## src/rtl/viterbi_symbol_serializer_if.sv

```systemverilog
// Frame-in / symbol-out bus of the Viterbi front-end serializer.
// slave is the serializer's view, master is the environment's view.
interface viterbi_symbol_serializer_if #(
  parameter int SYM_W    = 2,
  parameter int MAX_SYMS = 8
);
  localparam int DATA_W = SYM_W * MAX_SYMS;
  localparam int LEN_W  = $clog2(MAX_SYMS + 1);

  logic              flush;
  logic              in_valid;
  logic              in_ready;
  logic [DATA_W-1:0] in_data;
  logic [LEN_W-1:0]  in_len;
  logic              sym_valid;
  logic              sym_ready;
  logic [SYM_W-1:0]  sym_data;
  logic [LEN_W-1:0]  sym_idx;
  logic              sym_last;
  logic              frame_done;
  logic              err_len;
  logic              busy;

  modport master (
    output flush, in_valid, in_data, in_len, sym_ready,
    input  in_ready, sym_valid, sym_data, sym_idx, sym_last, frame_done, err_len, busy
  );

  modport slave (
    input  flush, in_valid, in_data, in_len, sym_ready,
    output in_ready, sym_valid, sym_data, sym_idx, sym_last, frame_done, err_len, busy
  );
endinterface

```

## src/rtl/viterbi_symbol_serializer.sv

```systemverilog
// Serializes packed coded-symbol frames into one symbol per handshake, MSB symbol first.
// Active + pending buffers keep back-to-back frames bubble-free under back-pressure.
module viterbi_symbol_serializer #(
  parameter int SYM_W    = 2,
  parameter int MAX_SYMS = 8
) (
  input logic                         i_clk,
  input logic                         i_rst_n,
  viterbi_symbol_serializer_if.slave  bus
);
  localparam int DATA_W = SYM_W * MAX_SYMS;
  localparam int LEN_W  = $clog2(MAX_SYMS + 1);

  typedef enum logic {IDLE, SEND} state_t;

  state_t            state, state_nxt;
  logic [DATA_W-1:0] act_data;
  logic [LEN_W-1:0]  act_len;
  logic [LEN_W-1:0]  act_idx;
  logic              act_last;
  logic [DATA_W-1:0] pend_data;
  logic [LEN_W-1:0]  pend_len;
  logic              pend_full;
  logic              frame_done_q;
  logic              err_len_q;

  logic in_ready_int;
  logic accept;
  logic len_ok;
  logic sym_hs;
  logic last_hs;
  logic load_in;
  logic load_pend;
  logic load_from_pend;

  assign in_ready_int   = !pend_full && !bus.flush;
  assign accept         = bus.in_valid && in_ready_int;
  assign len_ok         = (bus.in_len != '0) && (bus.in_len <= LEN_W'(MAX_SYMS));
  // flush suppresses the symbol handshake as well as the accept
  assign sym_hs         = (state == SEND) && bus.sym_ready && !bus.flush;
  assign last_hs        = sym_hs && act_last;
  assign load_in        = accept && len_ok && ((state == IDLE) || (last_hs && !pend_full));
  assign load_pend      = accept && len_ok && !load_in;
  assign load_from_pend = last_hs && pend_full;

  always_ff @(posedge i_clk or negedge i_rst_n) begin
    if (!i_rst_n) begin
      state <= IDLE;
    end else begin
      state <= state_nxt;
    end
  end

  always_comb begin
    state_nxt = state;
    if (bus.flush) begin
      state_nxt = IDLE;
    end else begin
      case (state)
        IDLE:    if (load_in) state_nxt = SEND;
        SEND:    if (last_hs && !load_from_pend && !load_in) state_nxt = IDLE;
        default: state_nxt = IDLE;
      endcase
    end
  end

  always_comb begin
    bus.sym_valid  = (state == SEND);
    bus.busy       = (state == SEND) || pend_full;
    bus.in_ready   = in_ready_int;
    bus.sym_data   = act_data[DATA_W-1 -: SYM_W];
    bus.sym_idx    = act_idx;
    bus.sym_last   = act_last;
    bus.frame_done = frame_done_q;
    bus.err_len    = err_len_q;
  end

  always_ff @(posedge i_clk or negedge i_rst_n) begin
    if (!i_rst_n) begin
      act_data     <= '0;
      act_len      <= '0;
      act_idx      <= '0;
      act_last     <= 1'b0;
      pend_data    <= '0;
      pend_len     <= '0;
      pend_full    <= 1'b0;
      frame_done_q <= 1'b0;
      err_len_q    <= 1'b0;
    end else begin
      frame_done_q <= last_hs;
      err_len_q    <= accept && !len_ok;
      if (bus.flush) begin
        act_data  <= '0;
        act_idx   <= '0;
        act_last  <= 1'b0;
        pend_full <= 1'b0;
      end else begin
        if (load_in) begin
          act_data <= bus.in_data;
          act_len  <= bus.in_len;
          act_idx  <= '0;
          act_last <= (bus.in_len == LEN_W'(1));
        end else if (load_from_pend) begin
          act_data <= pend_data;
          act_len  <= pend_len;
          act_idx  <= '0;
          act_last <= (pend_len == LEN_W'(1));
        end else if (sym_hs) begin
          act_data <= act_data << SYM_W;
          act_idx  <= act_idx + LEN_W'(1);
          // next index idx+1 is last when idx+1 == len-1
          act_last <= ((act_idx + LEN_W'(2)) == act_len);
        end

        if (load_pend) begin
          pend_full <= 1'b1;
          pend_data <= bus.in_data;
          pend_len  <= bus.in_len;
        end else if (load_from_pend) begin
          pend_full <= 1'b0;
        end
      end
    end
  end
endmodule

```

## src/flat_wrapper.sv

```systemverilog
// flat-port wrapper written by rule: the top's interface ports become plain ports
module viterbi_symbol_serializer_flat 
#(
  parameter int SYM_W    = 2,
  parameter int MAX_SYMS = 8
)
  (i_clk, i_rst_n, bus_flush, bus_in_valid, bus_in_data, bus_in_len, bus_sym_ready, bus_in_ready, bus_sym_valid, bus_sym_data, bus_sym_idx, bus_sym_last, bus_frame_done, bus_err_len, bus_busy);
  viterbi_symbol_serializer_if #(.SYM_W(SYM_W), .MAX_SYMS(MAX_SYMS)) bus_i ();
  input logic i_clk;
  input logic i_rst_n;
  input wire logic [$bits(bus_i.flush)-1:0] bus_flush;
  input wire logic [$bits(bus_i.in_valid)-1:0] bus_in_valid;
  input wire logic [$bits(bus_i.in_data)-1:0] bus_in_data;
  input wire logic [$bits(bus_i.in_len)-1:0] bus_in_len;
  input wire logic [$bits(bus_i.sym_ready)-1:0] bus_sym_ready;
  output wire logic [$bits(bus_i.in_ready)-1:0] bus_in_ready;
  output wire logic [$bits(bus_i.sym_valid)-1:0] bus_sym_valid;
  output wire logic [$bits(bus_i.sym_data)-1:0] bus_sym_data;
  output wire logic [$bits(bus_i.sym_idx)-1:0] bus_sym_idx;
  output wire logic [$bits(bus_i.sym_last)-1:0] bus_sym_last;
  output wire logic [$bits(bus_i.frame_done)-1:0] bus_frame_done;
  output wire logic [$bits(bus_i.err_len)-1:0] bus_err_len;
  output wire logic [$bits(bus_i.busy)-1:0] bus_busy;
  assign bus_i.flush = bus_flush;
  assign bus_i.in_valid = bus_in_valid;
  assign bus_i.in_data = bus_in_data;
  assign bus_i.in_len = bus_in_len;
  assign bus_i.sym_ready = bus_sym_ready;
  assign bus_in_ready = bus_i.in_ready;
  assign bus_sym_valid = bus_i.sym_valid;
  assign bus_sym_data = bus_i.sym_data;
  assign bus_sym_idx = bus_i.sym_idx;
  assign bus_sym_last = bus_i.sym_last;
  assign bus_frame_done = bus_i.frame_done;
  assign bus_err_len = bus_i.err_len;
  assign bus_busy = bus_i.busy;
  viterbi_symbol_serializer #(.SYM_W(SYM_W), .MAX_SYMS(MAX_SYMS)) u_core (.i_clk(i_clk), .i_rst_n(i_rst_n), .bus(bus_i));
endmodule
```

## config.mk

```make
export PLATFORM = sky130hd
export DESIGN_NAME = viterbi_symbol_serializer_flat
export DESIGN_NICKNAME = d
export VERILOG_FILES = /design/src/rtl/viterbi_symbol_serializer_if.sv /design/src/rtl/viterbi_symbol_serializer.sv /design/src/flat_wrapper.sv
export SDC_FILE = /design/constraint.sdc
export NUM_CORES = 1
export LEC_CHECK = 0
export CAP_MARGIN = 10
export CORE_ASPECT_RATIO = 0.75
export CORE_UTILIZATION = 58
export DETAILED_ROUTE_END_ITERATION = 10
export HOLD_SLACK_MARGIN = 0.06
export PLACE_DENSITY = 0.95
export SLEW_MARGIN = 5
export SYNTH_ARGS = -nofsm -noshare
export SYNTH_HDL_FRONTEND = slang
export SYNTH_SLANG_ARGS = --single-unit
```

## constraint.sdc

```tcl
create_clock -name i_clk -period 2.7 [get_ports i_clk]
set_input_delay 0.405 -clock i_clk [delete_from_list [all_inputs] [get_ports i_clk]]
set_output_delay 0.405 -clock i_clk [all_outputs]
set_load 0.03 [all_outputs]
```

==> results of run 1 <==
==> routing by layer <==
metal  routed length [um]  global-route usage
met5                    0                   0
met1                 2571              0.3722
met2                 2843              0.4524
met4                   27             0.06085
met3                  404             0.06615
==> power breakdown <==
part	switching [mW]	internal (mW)	total [mW]
logic	0.149	0.182	0.331
registers	0.0772	0.854	0.931
clock network	0.255	0.277	0.532
==> worst paths after layout <==
check / slack (ns) / depth (start not counted) / endpoint
setup / recovery: 0.23 / 6 / u_core.act_data[7]
hold / removal: 0.19 / 2 / u_core.bus.frame_done
setup reg to reg: 0.48 / 4 / u_core.act_data[7]
hold reg to reg: 0.50 / 1 / u_core.act_data[2]
max in group asynchronous: 2.09 / 2 / u_core.pend_data[2]
min in group i_clk: 0.50 / 1 / u_core.act_data[2]
==> metrics by stage <==
step | power, mW | instance area (sq um) | setup TNS, ns | std cells
floorplan | 1.137 | 2526 | 0 | 240
global route | 1.881 | 3089 | 0 | 333
CTS | 1.804 | 3089 | 0 | 333
global placement | 1.250 | 2974 | 0 | 325
detailed placement | 1.272 | 2974 | -0.08056 | 325
finish | 1.795 | 3089 | 0 | 333
==> area by class of cell <==
class,count,area [sq um]
Multi-Input combinational cell,168,1179
Tap cell,55,68.82
Timing Repair Buffer,51,493.0
Sequential cell,49,1226
Clock buffer,5,68.82
Clock inverter,3,46.29
Fill cell,275,1015
Inverter,2,7.507
==> critical path: cells and delay by family <==
kind	cells	cell delay, ns
and+or+nand+nor	1	0.06
AOI/OAI and AO/OA	3	1.57
buffers and inverters	2	0.67
==> cells by family after synthesis <==
family,Yosys count
AO/OA/AOI/OAI,52
AND/OR/NAND/NOR,89
adder cells (fa/ha/maj),2
XOR/XNOR,5
flip-flops,49
multiplexers,20
buffers and inverters,23
==> flip-flops by register name, indices dropped and copies added (netlist names) <==
signal,flops
u_core.act_data,16
u_core.pend_data,16
u_core.act_len,4
u_core.bus.sym_idx,4
u_core.pend_len,4
u_core.bus.err_len,1
u_core.bus.frame_done,1
u_core.bus.sym_last,1
u_core.bus.sym_valid,1
u_core.pend_full,1
==> placed cells by master, fill, tap and decap left out, types with 5 or more instances in the layout <==
cell,netlist,final
dfrtp_1,49,49
a21oi_1,5,5
nand3_1,30,30
mux2_2,20,20
buf_4,4,13
a32o_1,6,6
o21ai_0,17,17
nor2_1,11,11
clkdlybuf4s50_1,0,35
a32o_2,8,8
a31oi_1,7,7
clkbuf_8,0,5
or2_2,15,15
nand2_1,14,14
==> metrics, run 1 <==
Die W slightly below 80 um; Post-synth ARST share 1.000; Worst Hold Margin between 0.15 and 0.2 ns; status finished clean; Hold Crit Class primary input to asynchronous set/reset pin; FF-to-FF Start u_core.pend_full; slowest library cell on the worst path a21oi_1; CTS sink count 49; CTS hold repair buffers 0; relative slew slack 0.2287; Die ar. approximately 4600 sq um; CP Class primary input to flip-flop; CTS tree done; postcts setup bufs 0; Row Count 20; I/O pin count 37; top post-synthesis cells by area dfrtp_1 49%, mux2_2 8.9%, nand3_1 5.9%; Final HPWL DP 3.931 mm; Num CTS Buffers 5; crit path launch type primary input; fin crit period 2.469 ns; CP Max Fanout 14; IO buf count 36; RSZ-0062 raised after global routing no; Syn Nets between 200 and 300; CTS Buffer Depth 2; largest family of logic cells by synthesized area simple AND/OR/NAND/NOR gates; Achievable Freq 0.4050 GHz; WP data required between 2 and 3 ns; Yosys top cell area share 0.4854; most used flip-flop cell after synthesis dfrtp_1; synthesis-to-layout area growth 22.29%; antenna violations before repair 0; clk slew on worst S/H paths roughly 0.1 ns; xor-xnor portion of the synthesized cell area 0.01734; DR iter-0 viols between 200 and 300; gr ovfl total 0; DRC 0; final wirelength just under 6 mm; mapped cell area 2526 sq um; Antenna Nets Post-Route 0; n_diodes 0; vias in the first global route 1951; initial core utilization 0.6155; Final setup viols 0; final slew viol count 0; sequential share of the synthesized area 0.4854; Finished Core Util 0.7527; Root Driver clkbuf_8; CORE AREA between 4000 and 5000 sq um; pin count of the biggest net entering global routing 50; Worst EP arrival around 2.7 ns; Static Leak between 1 and 1.5 nW; DIE HEIGHT between 50 and 60 um; routability cong. 0.8224; Yosys cell types between 40 and 50; CTS H-tree lvls 2; cell accounting for the most synthesized area dfrtp_1; Critical path origin bus_in_len[0]; Ys Warns 0; Final nets approximately 300; post-cts sizing count 0; commonest cells in the netlist 49 x dfrtp_1, 30 x nand3_1, 20 x mux2_2, 17 x o21ai_0, 15 x or2_2; worst slew pin tran between 1 and 1.5 ns; Hold Vio Cnt, Final 0; WL per Instance 17.56 um; slowest stage delay, CP 0.89 ns; Cells after Synth 240; final period utilization 0.9145; post-synthesis mux area share 0.08915; 1st-pass router iterations 5; vias per cell about 6.3; Final WS setup around 0.23 ns; layout cells sized above 1 0.2770; top-count cell post-synth dfrtp_1; CP Capture Type flip-flop; CP cell instances clkdlybuf4s50_1, o31ai_1, buf_4, nand3_1, a21oi_1, a32o_2; clock latency on the worst-skew pair around 0.30 ns; VDD IR-drop max just over 0.4 mV; Avg Cell Area, Syn around 11 sq um; aggregate global-route resource usage 0.2739; post-synthesis compound-gate area fraction 0.1600; Post-synth EDFFs 0; simple-gate area share of the yosys netlist 0.1902; clock skew approximately 0.013 ns; Setup Slack @ Placement -0.01453 ns; register bit total from synthesis 49; adder-cell area share of the yosys netlist 0.009906; maxcap violations 0; Vias approximately 2100; PwrDens a little under 600 nW/um^2; first-pass GRT wire length 9.660 mm
Note: power is estimated with default switching activity, not from simulation.
==> run 2, diff against run 1 <==
- SKIP_LAST_GASP: not set -> 1
==> results of run 2 <==
The final DEF is identical to that of run 1; final timing and power are the same.
==> run 3, diff against run 2 <==
- ABC_CLOCK_PERIOD_IN_PS: not set -> 2700
==> results of run 3 <==
The final DEF is identical to that of run 1; final timing and power are the same.
